==> src/rtl/mdu_pkg.sv <==
// Shared MDU definitions: multiplier FSM states, default operand width and
// the radix-4 Booth digit count.
package mdu_pkg;

    localparam int unsigned XLEN_DEFAULT = 64;

    typedef enum logic [1:0] {
        IDLE = 2'd0,
        BUSY = 2'd1,
        DONE = 2'd2
    } mul_state_e;

    // One extra digit covers the sign/extension bits of the widened multiplier.
    function automatic int unsigned booth_digits(input int unsigned xlen);
        return xlen / 2 + 1;
    endfunction

endpackage

==> src/rtl/booth_enc.sv <==
// Radix-4 Booth encoder: maps a scanned 3-bit multiplier group
// {y[2i+1], y[2i], y[2i-1]} to a signed digit in {-2,-1,0,+1,+2}.
module booth_enc (
    input  logic [2:0] code_i,
    output logic       neg_c_o,
    output logic       zero_c_o,
    output logic       one_c_o,
    output logic       two_c_o
);

    always_comb begin
        neg_c_o  = 1'b0;
        zero_c_o = 1'b0;
        one_c_o  = 1'b0;
        two_c_o  = 1'b0;
        case (code_i)
            3'b000, 3'b111: zero_c_o = 1'b1;
            3'b001, 3'b010: one_c_o  = 1'b1;
            3'b011:         two_c_o  = 1'b1;
            3'b100: begin
                two_c_o = 1'b1;
                neg_c_o = 1'b1;
            end
            3'b101, 3'b110: begin
                one_c_o = 1'b1;
                neg_c_o = 1'b1;
            end
            default: zero_c_o = 1'b1;
        endcase
    end

endmodule

==> src/rtl/booth_mul_seq.sv <==
// Sequential radix-4 Booth multiplier: one digit per cycle, full 2*XLEN
// product delivered over a valid/ready handshake.
module booth_mul_seq
    import mdu_pkg::*;
#(
    parameter int unsigned XLEN = XLEN_DEFAULT
) (
    input  logic              clk,
    input  logic              rst,
    input  logic              flush_i,
    input  logic              in_valid_i,
    output logic              in_ready_o,
    input  logic [XLEN-1:0]   src1_i,
    input  logic [XLEN-1:0]   src2_i,
    input  logic              src1_signed_i,
    input  logic              src2_signed_i,
    output logic              out_valid_o,
    input  logic              out_ready_i,
    output logic [2*XLEN-1:0] product_o
);

    localparam int unsigned NDIG   = booth_digits(XLEN);
    localparam int unsigned CNT_W  = $clog2(NDIG);
    localparam int unsigned ACC_W  = 2 * XLEN + 2;
    localparam int unsigned MQ_W   = XLEN + 3;
    localparam int unsigned PROD_W = 2 * XLEN;

    mul_state_e         state_q, state_d;
    logic [CNT_W-1:0]   cnt_q, cnt_d;
    logic [ACC_W-1:0]   acc_q, acc_d;
    logic [ACC_W-1:0]   mcand_q, mcand_d;
    logic [MQ_W-1:0]    mplier_q, mplier_d;
    logic [PROD_W-1:0]  product_q, product_d;
    logic               in_ready_q, in_ready_d;
    logic               out_valid_q, out_valid_d;

    logic               enc_neg, enc_zero, enc_one, enc_two;
    logic [ACC_W-1:0]   pp;
    logic [ACC_W-1:0]   pp_add;
    logic [ACC_W-1:0]   x_ext;
    logic [MQ_W-1:0]    y_ext;

    // Operand widening; the multiplier gets the implicit y[-1]=0 appended.
    assign x_ext = {{(ACC_W - XLEN){src1_signed_i & src1_i[XLEN-1]}}, src1_i};
    assign y_ext = {{2{src2_signed_i & src2_i[XLEN-1]}}, src2_i, 1'b0};

    booth_enc u_booth_enc (
        .code_i   (mplier_q[2:0]),
        .neg_c_o  (enc_neg),
        .zero_c_o (enc_zero),
        .one_c_o  (enc_one),
        .two_c_o  (enc_two)
    );

    // mcand_q is pre-shifted by 2i, so pp is already aligned to the digit weight.
    always_comb begin
        pp = '0;
        if (enc_zero) begin
            pp = '0;
        end else if (enc_two) begin
            pp = mcand_q << 1;
        end else if (enc_one) begin
            pp = mcand_q;
        end
        pp_add = pp ^ {ACC_W{enc_neg}};
    end

    always_comb begin
        state_d   = state_q;
        cnt_d     = cnt_q;
        acc_d     = acc_q;
        mcand_d   = mcand_q;
        mplier_d  = mplier_q;
        product_d = product_q;

        unique case (state_q)
            IDLE: begin
                if (in_valid_i) begin
                    state_d  = BUSY;
                    cnt_d    = '0;
                    acc_d    = '0;
                    mcand_d  = x_ext;
                    mplier_d = y_ext;
                end
            end
            BUSY: begin
                // Negation completes via the +1 carried into the same add.
                acc_d    = acc_q + pp_add + ACC_W'(enc_neg);
                mcand_d  = mcand_q << 2;
                mplier_d = {{2{mplier_q[MQ_W-1]}}, mplier_q[MQ_W-1:2]};
                cnt_d    = cnt_q + CNT_W'(1);
                if (cnt_q == CNT_W'(NDIG - 1)) begin
                    state_d   = DONE;
                    cnt_d     = '0;
                    product_d = acc_d[PROD_W-1:0];
                end
            end
            DONE: begin
                if (out_ready_i) begin
                    state_d = IDLE;
                end
            end
            default: state_d = IDLE;
        endcase

        // Redirect wins over both handshakes; a result in DONE is dropped.
        if (flush_i) begin
            state_d = IDLE;
            cnt_d   = '0;
            acc_d   = '0;
        end

        in_ready_d  = (state_d == IDLE);
        out_valid_d = (state_d == DONE);
    end

    always_ff @(posedge clk or posedge rst) begin
        if (rst) begin
            state_q     <= IDLE;
            cnt_q       <= '0;
            acc_q       <= '0;
            mcand_q     <= '0;
            mplier_q    <= '0;
            product_q   <= '0;
            in_ready_q  <= 1'b1;
            out_valid_q <= 1'b0;
        end else begin
            state_q     <= state_d;
            cnt_q       <= cnt_d;
            acc_q       <= acc_d;
            mcand_q     <= mcand_d;
            mplier_q    <= mplier_d;
            product_q   <= product_d;
            in_ready_q  <= in_ready_d;
            out_valid_q <= out_valid_d;
        end
    end

    assign in_ready_o  = in_ready_q;
    assign out_valid_o = out_valid_q;
    assign product_o   = product_q;

endmodule

==> config.mk <==
export PLATFORM = sky130hd
export DESIGN_NAME = booth_mul_seq
export DESIGN_NICKNAME = d
export VERILOG_FILES = /design/src/rtl/mdu_pkg.sv /design/src/rtl/booth_enc.sv /design/src/rtl/booth_mul_seq.sv
export SDC_FILE = /design/constraint.sdc
export NUM_CORES = 1
export LEC_CHECK = 0
export ABC_CLOCK_PERIOD_IN_PS = 16700
export CAP_MARGIN = 30
export CORE_ASPECT_RATIO = 0.6
export CORE_MARGIN = 1.5
export CORE_UTILIZATION = 43
export DETAILED_ROUTE_END_ITERATION = 10
export PLACE_DENSITY = 0.63
export SKIP_LAST_GASP = 1
export SYNTH_ARGS = -nofsm -noshare
export SYNTH_HDL_FRONTEND = slang
export SYNTH_HIERARCHICAL = 1
export SYNTH_SLANG_ARGS = --single-unit
==> constraint.sdc <==
create_clock -name clk -period 16.7 [get_ports clk]
set_input_delay 5.01 -clock clk [delete_from_list [all_inputs] [get_ports clk]]
set_output_delay 5.01 -clock clk [all_outputs]
set_load 0.01 [all_outputs]
==> results of run 1 <==
flip-flops by register name (all words and copies together) (netlist names):
register     cells
cnt_q            6
in_ready_o       1
out_valid_o      1
mplier_q        67
product_o      128
mcand_q        128
acc_q          128
state_q          2
path summary, 6_finish.rpt:
check                                   from  cells past startpoint  slack (ns)             end
worst max-delay path             mplier_q[1]                     19        9.35  product_o[123]
worst min-delay path            mplier_q[62]                      2        0.48    mplier_q[62]
worst max register to register   mplier_q[1]                     19        9.35  product_o[123]
worst min register to register  mplier_q[62]                      2        0.48    mplier_q[62]
max in group asynchronous                rst                      4        9.73   product_o[99]
min in group asynchronous                rst                      2        4.80   product_o[27]
cell type report:
cell class	count	area (sq um)
Antenna cell	3	7.51
Clock inverter	28	349
Inverter	40	154
Sequential cell	461	11500
Fill cell	6078	32400
Multi-Input combinational cell	2218	16200
Tap cell	900	1130
Clock buffer	62	1330
Timing Repair Buffer	295	3030
synthesized netlist by cell type (all sizes together), types with 11 or more instances:
master	count
nor4	11
xor2	51
o21bai	35
nand4	70
inv	40
o21a	18
a221o	66
a22o	125
a21boi	11
a21oi	194
a22oi	129
nand2	283
o31ai	14
mux2	121
buf	21
clkbuf	186
nor2	113
xnor2	203
ha	142
dfrtp	460
o21ai	262
a31oi	15
nor3	29
nand3	18
a21o	53
mux2i	127
nor2b	13
tightest hold or removal path: cells and delay by family (launching register included):
family          cells  cell delay (ns)
flops               1             0.34
compound gates      1             0.06
simple gates        1             0.05
metal layers:
layer | wire length [microns] | share of wire [%]
met3 | 8750 | 9.5
met1 | 48600 | 53
met5 | 0 | 0
met2 | 33600 | 37
met4 | 1030 | 1.1
power by group:
group	total, mW	leakage [nW]	internal, mW	switching, mW
Clock	1.17	0.824	0.665	0.505
Combinational	1.84	8.10	0.655	1.18
Sequential	1.36	6.10	1.24	0.118
cell families (layout without fill, tap and decap cells):
kind of cell             after synthesis  in the layout
AO/OA/AOI/OAI                        979            979
XOR/XNOR                             254            254
adder cells (fa/ha/maj)              143            143
buffers and inverters                252            425
flip-flops                           461            461
multiplexers                         248            248
other                                  0              3
AND/OR/NAND/NOR                      594            594
through the flow:
stage          utilization, %  total power, mW  cells
6_report                 51.0             4.37   4007
4_1_cts                  50.8             4.36   4000
5_1_grt                  51.0             4.62   4004
2_1_floorplan               -             2.64   2931
3_3_place_gp             48.2             3.15   3907
3_5_place_dp             48.3             3.17   3910
==> flow_summary.ini, run 1 <==
[timing]
final_max_slew_viol_count = 0
skew_ns = 0.0251
worst_pin_slew_ns = 1.00
tns_ns = 0
setup_viol = 0
hold_violations = 0
fin_ws_ns = 9.35
rsz0062_at_grt = false
fmax_mhz = 136
holdWs_ns = 0.481
fin_crit_ns = 7.35
slew_headroom_pct = 33.3
post-route-period-util_pct = 44.0

[routing]
vias = 23800
drtPass1Iterations = 6
first_iter_violations = 2100
ant_nets = 0
wl_per_cell_microns = 23.0
drcViolationCount = 0
wirelength_mm = 92.0
routed_via_density = 5.93

[synthesis]
yosysTopAreaCellShare_pct = 40.1
syn_nets = 3209
yosys.area.top_type = dfrtp_1
synth_compound_area_share_pct = 23.2
synthMuxAreaShare_pct = 9.19
synth.area.top_cells = dfrtp_1, xnor2_1, ha_1
async_reset_ff_share_pct = 100
synth_adder_area_share_pct = 6.26
ys_dominant_reg_cell = dfrtp_1
ys_warn_count = 6
netlist_area_sq_um = 28700
synth_xor_area_share_pct = 7.75
synth_edf_count = 0
netlist-cell-type-count = 95
seq_area_frac_synth_pct = 40.2
synth-simple-area-share_pct = 9.70
synth_top_family_by_area = compound AO/OA/AOI/OAI gates
synthCells = 2931
synth-seq-cells = 461
avgSynthCellArea_sq_um = 9.79

[clocking]
clk_latency_ns = 0.63
holdBufCountCts = 0
cts_tree = yes
clk_pin_slew_ns = 0.06
cts_max_path_buffers = 3
cts_setup_buffers = 0
clock_sinks = 461
root_buffer = clkbuf_16
htree_num_levels = 2
cts_buffers = 48
cts_resized = 0

[pwr]
max-vdd-ir-drop_v = 0.0000706
pwr_density_cell_nw_per_um2 = 130
p_leak_nw = 15.0

[worst_setup_path]
crit_type = reg -> reg
cp_slowest_cell = buf_4
cp.required_ns = 17.20
crit_chain = or2_1, mux2i_1, nor2b_4, buf_4, buf_4, a22oi_1, xnor2_1, ha_1, a21oi_1, o21ai_0, a31oi_1, o221ai_1, a211oi_2, o21ai_2, a22oi_1, nand2_1, a31oi_1, xnor2_1, mux2_2
worst-path-max-fanout = 82
worst_path_dominant_cell_family = compound AO/OA/AOI/OAI gates
cp.arrival_ns = 7.85
worstSetupStartpointType = flop
slowest_delay_ns = 0.78
crit_path_end_kind = flop
cp.buffers_inverters = 2

[flow_run]
maxCapViolCount = 0

[grt]
grt_pass1_wl_mm = 142
grt_pass1_vias = 22800
gr-usage-met1_pct = 44.6
grt.total_usage_pct = 26.7
grt_max_degree = 223
grt_most_used_layer = met1
antenna_found_initial = 5
grt_overflow = 0
met2_usage_pct = 33.0
gr-usage-met3_pct = 7.70

[cells_and_area]
area_delta_synth_final_pct = 17.4
final_common_cell = dfrtp_1
final_nets = 3342
final_cell_mix = dfrtp_1, nand2_1, clkdlybuf4s50_1
final_area_sq_um = 33700
drive_above_1_share_pct = 9.57

[placement]
dpl_cell_area_sq_um = 31900
port_buffers = 264
routabilityCongestion = 0.992
hpwl_mm = 68.7
dp_slack_ns = 8.81

[floorplan]
ios = 265
core_sq_um = 66100
core.rowCount = 73
initial_core_util_pct = 43.4
die_w_microns = 337
die_area_sq_um = 68400
die_h_microns = 203

[status]
outcome = completed

[min_path]
hp-class = reg -> reg
Note: power is estimated with default switching activity, not from simulation.
==> run 2, diff against run 1 <==
- ABC_CLOCK_PERIOD_IN_PS: 16700 -> 7500
- PLACE_DENSITY: 0.63 -> 0.61
- clock period: 16.7 -> 7.5 ns (I/O delays scaled with it)
==> run 2 against run 1 <==
Net effect:
- power is 120% higher
- sequential share of layout area increased by 0.21 points
- combinational power grew 120%
- sequential cell count unchanged
- final cell count down 0.25%
- largest cell class unchanged
==> flow_summary.ini, run 2 (synthesis gave the netlist of run 1 again) <==
[pwr]
pwr_density_cell_nw_per_um2 = 284
comb_power_share_pct = 42.9
max-vdd-ir-drop_v = 0.000170
p_leak_nw = 14.9
p_clk_share_pct = 25.0
p_sw_share_pct = 41.6
internal_power_mw = 5.56
fin_total_pwr_mw = 9.52
p_switching_mw = 3.96
seqPwrFrac_pct = 32.1

[grt]
gr-usage-met3_pct = 8.05
grt.total_usage_pct = 27.0
grt_overflow = 0
grt_pass1_wl_mm = 144
grt_max_degree = 149
met2_usage_pct = 32.9
gr-usage-met1_pct = 45.0
grt_pass1_vias = 23200
antenna_found_initial = 3
grt_most_used_layer = met1

[clocking]
cts_setup_buffers = 0
cts_buffers = 46
clock_sinks = 461
cts_resized = 0
cts_max_path_buffers = 3
holdBufCountCts = 0
cts_tree = yes
clk_latency_ns = 0.62
root_buffer = clkbuf_16
clk_pin_slew_ns = 0.06
htree_num_levels = 2

[cells_and_area]
final_area_sq_um = 33500
final_nets = 3340
fillers = 6072
area_delta_synth_final_pct = 16.7
final_common_cell = dfrtp_1
final_cell_mix = dfrtp_1, nand2_1, clkdlybuf4s50_1
drive_above_1_share_pct = 9.27

[floorplan]
die_h_microns = 203
ios = 265
core_sq_um = 66100
initial_core_util_pct = 43.4
die_area_sq_um = 68400
core.rowCount = 73
die_w_microns = 337

[worst_setup_path]
reg2reg_slack_ns = 0.84
worstSetupStartpointType = flop
worst-path-max-fanout = 41
crit_type = reg -> reg
timing.rr.start = mplier_q[1]
cp.arrival_ns = 7.15
worst-r2r-cell-count = 19
cp.required_ns = 7.99
crit_path_end_kind = flop
r2r_end = product_o[97]

[routing]
vias = 24000
wirelength_mm = 92.6
drcViolationCount = 0
ant_nets = 0
drtPass1Iterations = 6
routed_via_density = 6.00
first_iter_violations = 2699
wl_per_cell_microns = 23.2

[timing]
holdWs_ns = 0.479
worst_pin_slew_ns = 0.970
tns_ns = 0
final_max_slew_viol_count = 0
setup_viol = 0
rsz0062_at_grt = false
skew_ns = 0.0223
slew_headroom_pct = 34.8
fin_crit_ns = 6.66
fmax_mhz = 150
hold_violations = 0
fin_ws_ns = 0.840
post-route-period-util_pct = 88.8

[min_path]
hold_end = mplier_q[4]
holdCritStartpoint = mplier_q[4]
hp-class = reg -> reg
min_path_cells = 2

[placement]
hpwl_mm = 70.1
dpl_cell_area_sq_um = 31900
port_buffers = 264
routabilityCongestion = 0.969
dp_slack_ns = 0.703

[flow_run]
maxCapViolCount = 0

[status]
outcome = completed
[run 2: layer usage]
metal,share of wire [%],vias to the layer above
met5,0.014,-
met4,1.5,2
met3,9.8,87
met2,36,952
met1,53,11900
li1,-,11100
[run 2: per-stage QoR]
stage	std cells	utilization, %
floorplan	2931	-
global placement	3908	48.2
detailed placement	3912	48.3
CTS	3994	50.6
global route	3996	50.7
finish	3997	50.7
[run 2: worst max path at each step]
stage	from	endpoint	slack (ns)
after CTS	mplier_q[1]	product_o[97]	0.70
after detailed placement	mplier_q[1]	product_o[97]	0.70
after floorplan	rst	acc_q[0]	-0.99
final	mplier_q[1]	product_o[97]	0.84
after global placement	mplier_q[1]	product_o[97]	0.75
after global routing	mplier_q[0]	product_o[97]	0.64
[run 2: power groups by stage]
stage / clock network [mW] / registers, mW / logic (mW)
5_1_grt: 2.55 / 3.09 / 4.45
6_report: 2.38 / 3.05 / 4.08
4_1_cts: 2.44 / 3.05 / 4.00
3_5_place_dp: 0 / 3.09 / 3.98
3_3_place_gp: 0 / 3.08 / 3.96
2_1_floorplan: 0 / 2.99 / 2.89
[run 2: cell type report]
class / count / area [sq um] / area share (%)
clock inverter: 19 / 206 / 0.616
tap: 900 / 1130 / 3.36
antenna: 1 / 2.50 / 0.00747
multi-input combinational: 2218 / 16200 / 48.3
sequential: 461 / 11500 / 34.4
inverter: 40 / 154 / 0.459
timing repair buffer: 295 / 3000 / 8.96
clock buffer: 63 / 1310 / 3.90
[run 2: worst max-delay path, stage by stage, from the launching register on]
cell	delay, ns
dfrtp_1	0.42
or2_1	0.27
mux2i_1	0.27
nor2b_4	0.26
buf_12	0.23
buf_4	0.36
a22oi_1	0.14
xnor2_1	0.16
ha_1	0.41
nand2_1	0.20
nor3_1	0.67
nand3_1	0.50
nor3_1	0.88
a211o_1	0.24
nor2_2	0.11
o21ai_1	0.28
a31oi_1	0.24
o31ai_1	0.42
xor2_1	0.18
mux2_2	0.29
==> run 3, diff against run 2 <==
- CAP_MARGIN: 30 -> 15
- CORE_ASPECT_RATIO: 0.6 -> 0.75
==> run 3 against run 2 <==
Net effect:
- maximum frequency is 6.5% lower
- sequential power hardly changed
- first-iteration DRC count is 16% lower
- count of clock-buffer cells in the layout is 12 higher
- via count hardly changed
- power is 2.8% higher
- sequential cell count stayed put
- final cell count is 0.43% lower
- clock power is 11% higher
- design area is 0.55% higher
- critical path depth stayed put
- critical path type unchanged
==> flow_summary.ini, run 3 (synthesis gave the netlist of run 1 again) <==
[routing]
wirelength_mm = 93.4
drtPass1Iterations = 7
wl_per_cell_microns = 23.5
drcViolationCount = 0
vias = 24000
ant_nets = 0
routed_via_density = 6.03
first_iter_violations = 2257

[timing]
tns_ns = 0
hold_violations = 0
fmax_mhz = 140
slew_headroom_pct = 21.3
final_max_slew_viol_count = 0
rsz0062_at_grt = false
holdWs_ns = 0.481
skew_ns = 0.0333
post-route-period-util_pct = 95.0
setup_viol = 0
fin_crit_ns = 7.13
worst_pin_slew_ns = 1.18

[grt]
gr-usage-met3_pct = 5.99
grt_pass1_vias = 23200
grt.total_usage_pct = 27.1
antenna_found_initial = 11
grt_max_degree = 252
grt_pass1_wl_mm = 143
grt_most_used_layer = met1
met2_usage_pct = 37.9
grt_overflow = 0
gr-usage-met1_pct = 42.2

[worst_setup_path]
cp.required_ns = 7.99
cp_slowest_cell = buf_4
worst-r2r-cell-count = 19
worstSetupStartpointType = flop
worst_path_dominant_cell_family = simple AND/OR/NAND/NOR gates
cp-startpoint = mplier_q[1]
worst-path-max-fanout = 67
crit_chain = or2_1, mux2i_1, nor2b_4, buf_4, buf_4, a22oi_1, xnor2_1, ha_1, nand4_1, nor4_1, nand3_1, nor3_1, a211o_1, nor2_2, o21ai_1, a31oi_1, o31ai_1, xor2_1, mux2_2
crit_end = product_o[97]
crit_path_end_kind = flop
crit_type = reg -> reg
cp.arrival_ns = 7.61
cp.depth = 19
crit_top_cell = buf_4
r2r_end = product_o[97]
slowest_delay_ns = 0.67
timing.rr.start = mplier_q[1]
reg2reg_slack_ns = 0.37
cp.buffers_inverters = 2

[clocking]
cts_max_path_buffers = 3
cts_setup_buffers = 0
cts_buffers = 51
root_buffer = clkbuf_16
clk_latency_ns = 0.63
clock_sinks = 461
cts_resized = 0
clk_pin_slew_ns = 0.06
holdBufCountCts = 0
cts_tree = yes
htree_num_levels = 2

[floorplan]
die_h_microns = 227
ios = 265
die_w_microns = 301
core.rowCount = 81
die_area_sq_um = 68300
core_sq_um = 65600
initial_core_util_pct = 43.8

[cells_and_area]
drive_above_1_share_pct = 9.56
postLayoutCoreUtil_pct = 51.4
final_common_cell = dfrtp_1
final_cell_mix = dfrtp_1, nand2_1, clkdlybuf4s50_1
final_nets = 3345
finalNonFillerCells = 3980
area_delta_synth_final_pct = 17.4

[min_path]
hp-class = reg -> reg
min_path_cells = 2

[placement]
hpwl_mm = 70.4
port_buffers = 264
routabilityCongestion = 1.05
dp_cells = 3883

[pwr]
fin_total_pwr_mw = 9.78
pwr_density_cell_nw_per_um2 = 290
max-vdd-ir-drop_v = 0.000186
p_leak_nw = 15.0

[flow_run]
maxCapViolCount = 0

[status]
outcome = completed
-- run 3: how the worst min path moves through the flow --
stage                 startpoint      endpoint  slack, ns
global route        mplier_q[43]  mplier_q[43]       0.51
detailed placement  mplier_q[32]  mplier_q[32]       0.47
finish              mplier_q[18]  mplier_q[18]       0.48
global placement    mplier_q[18]  mplier_q[18]       0.46
floorplan           mplier_q[46]  mplier_q[46]       0.45
CTS                 mplier_q[18]  mplier_q[18]       0.48
-- run 3: worst min-delay path: cells and delay by family (launching register included) --
| family | cells | cell delay [ns] |
|---|---|---|
| AOI/OAI and AO/OA | 1 | 0.06 |
| and+or+nand+nor | 1 | 0.05 |
| DFF | 1 | 0.34 |
-- run 3: area by class of cell --
class | instances | area [sq um]
Inverter | 40 | 154
Antenna cell | 2 | 5.00
Multi-Input combinational cell | 2218 | 16200
Fill cell | 5945 | 31900
Sequential cell | 461 | 11500
Tap cell | 871 | 1090
Clock buffer | 75 | 1530
Timing Repair Buffer | 295 | 2970
Clock inverter | 18 | 230
-- run 3: routing by layer --
metal / up-vias / routed length, microns
met2: 846 / 38300
met1: 11900 / 46100
met4: 16 / 1570
met5: - / 108
met3: 113 / 7380
li1: 11100 / -
-- run 3: power breakdown --
part / switching, mW / internal (mW) / total (mW)
registers: 0.289 / 2.77 / 3.06
logic: 2.62 / 1.46 / 4.08
clock network: 1.09 / 1.55 / 2.65
-- run 3: metrics by stage --
step           cell area, sq um  worst slack (ns)
2_1_floorplan             28700            -0.988
3_5_place_dp              31900             0.735
4_1_cts                   33600             0.741
3_3_place_gp              31900             0.767
6_report                  33700             0.375
5_1_grt                   33700             0.342
==> RTL change (config.mk and constraints of run 3) <==
Make the reset (`rst`) synchronous in one clocked block.
--- a/src/rtl/booth_mul_seq.sv
+++ b/src/rtl/booth_mul_seq.sv
@@ -116,3 +116,3 @@
 
-    always_ff @(posedge clk or posedge rst) begin
+    always_ff @(posedge clk) begin
         if (rst) begin
Behaviour: differs if rst is asserted again (counterexample within 4 cycles, from zero or initial values and one cycle with rst high); with rst held inactive, the same outputs for 4 cycles.
==> RTL change against run 3 <==
Sequential cell count is the same; synthesized area shrank 2.1%; worst setup slack gained 0.99 ns; via count rose by 14%; wire length increased by 0.39%; final area shrank 2.3%; non-clock buffer count rose by 2; critical endpoint is now product_o[72].
Power is not compared: it rests on default switching activity, and its combinational part moved more than twofold at a synthesized area within 25%.
==> RTL change: results (changes against run 3) <==
- Status: finished clean (unchanged)
- Estimated wirelength of the detail-placed design: 67,200 um (was 70,400 um)
- CTS buffer count: 49 (was 51)
- TritonRoute pass-1 iters: 6 (was 7)
- DRC marker count from the first detailed-route iteration: 2,294 (was 2,257)
- Count of input and output buffers: 264 (unchanged)
- # placed instances: 4,566 (was 3,883)
- Met1 wire length: 47,500 um (was 46,100 um)
- GR Layer Usage met2: 38.2% (was 37.9%)
- Routed WL per cell: 20.1 um (was 23.5 um)
- Pin count of the biggest net entering global routing: 195 (was 252)
- Cell area reported after detailed placement: 31,100 sq um (was 31,900 sq um)
- Sequential element share of the synthesized area: 32.8% (was 40.2%)
- Post-synth top flop: dfxtp_1 (was dfrtp_1)
- Origin of the worst min-delay path: product_o[112] (was mplier_q[18])
- Met1 Use GR: 42.6% (was 42.2%)
- CP Data Arrival Time: 6.68 ns (was 7.61 ns)
- Reg2reg end: product_o[72] (was product_o[97])
- Detailed-routed wire length on met3: 7820 um (was 7380 um)
- Worst clock skew on the final layout: 0.0230 ns (was 0.0333 ns)
- Number of distinct library cells after synthesis: 87 (was 95)
- WL met2: 37,000 um (was 38,300 um)
- Mean cell area of the mapped netlist: 7.61 sq um (was 9.79 sq um)
- Fraction of final layout cells sized beyond drive strength 1: 4.64% (was 9.56%)
- Top post-synthesis cells by area: dfxtp_1 (33%), nand2_1 (8.6%), a21oi_1 (7.5%), ha_1 (6.3%), a22oi_1 (5.7%) (was dfrtp_1 (40%), xnor2_1 (6.2%), ha_1 (6.2%), mux2_2 (4.7%), mux2i_1 (4.4%))
- Global routing usage on met3: 4.99% (was 5.99%)
- Net count after synthesis: 3,974 (was 3,209)
- Reported leakage power: approximately 12 nW
- Critical path launch point: mplier_q[1] (unchanged)
- Total area of sequential cells: 9230 sq um (was 11,500 sq um)
- Ant. Diodes: 0 (was 2)
- Antenna violations before repair: 3 (was 11)
- Avg Vias per Cell: 5.87 (was 6.03)
- Async set-or-reset flop fraction in the synthesized netlist: 0% (was 100%)
- Top cells by count, synth: nand2_1 (647), dfxtp_1 (461), a21oi_1 (420), nor2_1 (407), clkbuf_1 (243) (was dfrtp_1 (460), nand2_1 (283), o21ai_0 (249), xnor2_1 (203), a21oi_1 (191))
- Clock input transition at the sequential cells of the worst setup and hold paths: 0.07 ns
- Final weighted congestion of routability-driven global placement: 0.984 (was 1.05)
- Routed wire length: 93,800 um (was 93,400 um)
- Worst-Margin Slew: 1.10 ns (was 1.18 ns)
- Number of stages on the worst hold path: 2 (unchanged)
- Global Route Usage Sum: 27.2% (was 27.1%)
- Hold endpoint: product_o[112] (was mplier_q[18])
- Fmax: 163 MHz (was 140 MHz)
- Hold slack final: 0.451 ns (was 0.481 ns)
- # fillers: 6,337 (was 5,945)
- First-pass GRT wire length: 147,000 um (was 143,000 um)
[RTL change: changes by cell type in the layout (fill, tap and decap cells not counted), moves of 122 or more]
| cell | change |
|---|---|
| dfxtp_1 | +461 |
| dfrtp_1 | -460 |
| nor2_1 | +292 |
| nand2_1 | +364 |
| o21ai_0 | -136 |
| a311oi_1 | +127 |
| mux2i_1 | -122 |
| a21oi_1 | +229 |
[RTL change: logic make-up after synthesis]
kind of cell / share of synthesized area [%]
XOR/XNOR: 7.82
multiplexers: 0.258
buffers and inverters: 4.54
AO/OA/AOI/OAI: 28.4
adder cells (fa/ha/maj): 6.39
AND/OR/NAND/NOR: 19.7
flip-flops: 32.8
[RTL change: area by class of cell]
| cell class | count | share of cell area, % |
|---|---|---|
| Multi-Input combinational cell | 2901 | 53.8 |
| Clock buffer | 68 | 4.34 |
| Clock inverter | 24 | 0.977 |
| Inverter | 46 | 0.525 |
| Timing Repair Buffer | 297 | 8.99 |
| Tap cell | 861 | 3.27 |
| Sequential cell | 461 | 28.1 |
[RTL change: where the power goes]
part	internal (mW)	switching, mW
logic	0.348	0.619
clock network	1.55	1.13
registers	2.53	0.0807
[RTL change: worst max-delay path, cell delays in order (launching register included)]
cell and delay [ns]:
dfxtp_1 0.42, xor2_2 0.14, buf_4 0.33, nor3b_2 0.68
buf_12 0.34, a22oi_1 0.16, xnor2_1 0.17, ha_1 0.40
nand4_1 0.24, nor3_1 0.28, nand2_1 0.10, a2111oi_0 0.55
a211o_1 0.27, a21boi_1 0.15, o21ai_0 0.69, a31oi_1 0.33
o31ai_1 0.35, xnor2_1 0.23, nand2_1 0.09, a21oi_1 0.13
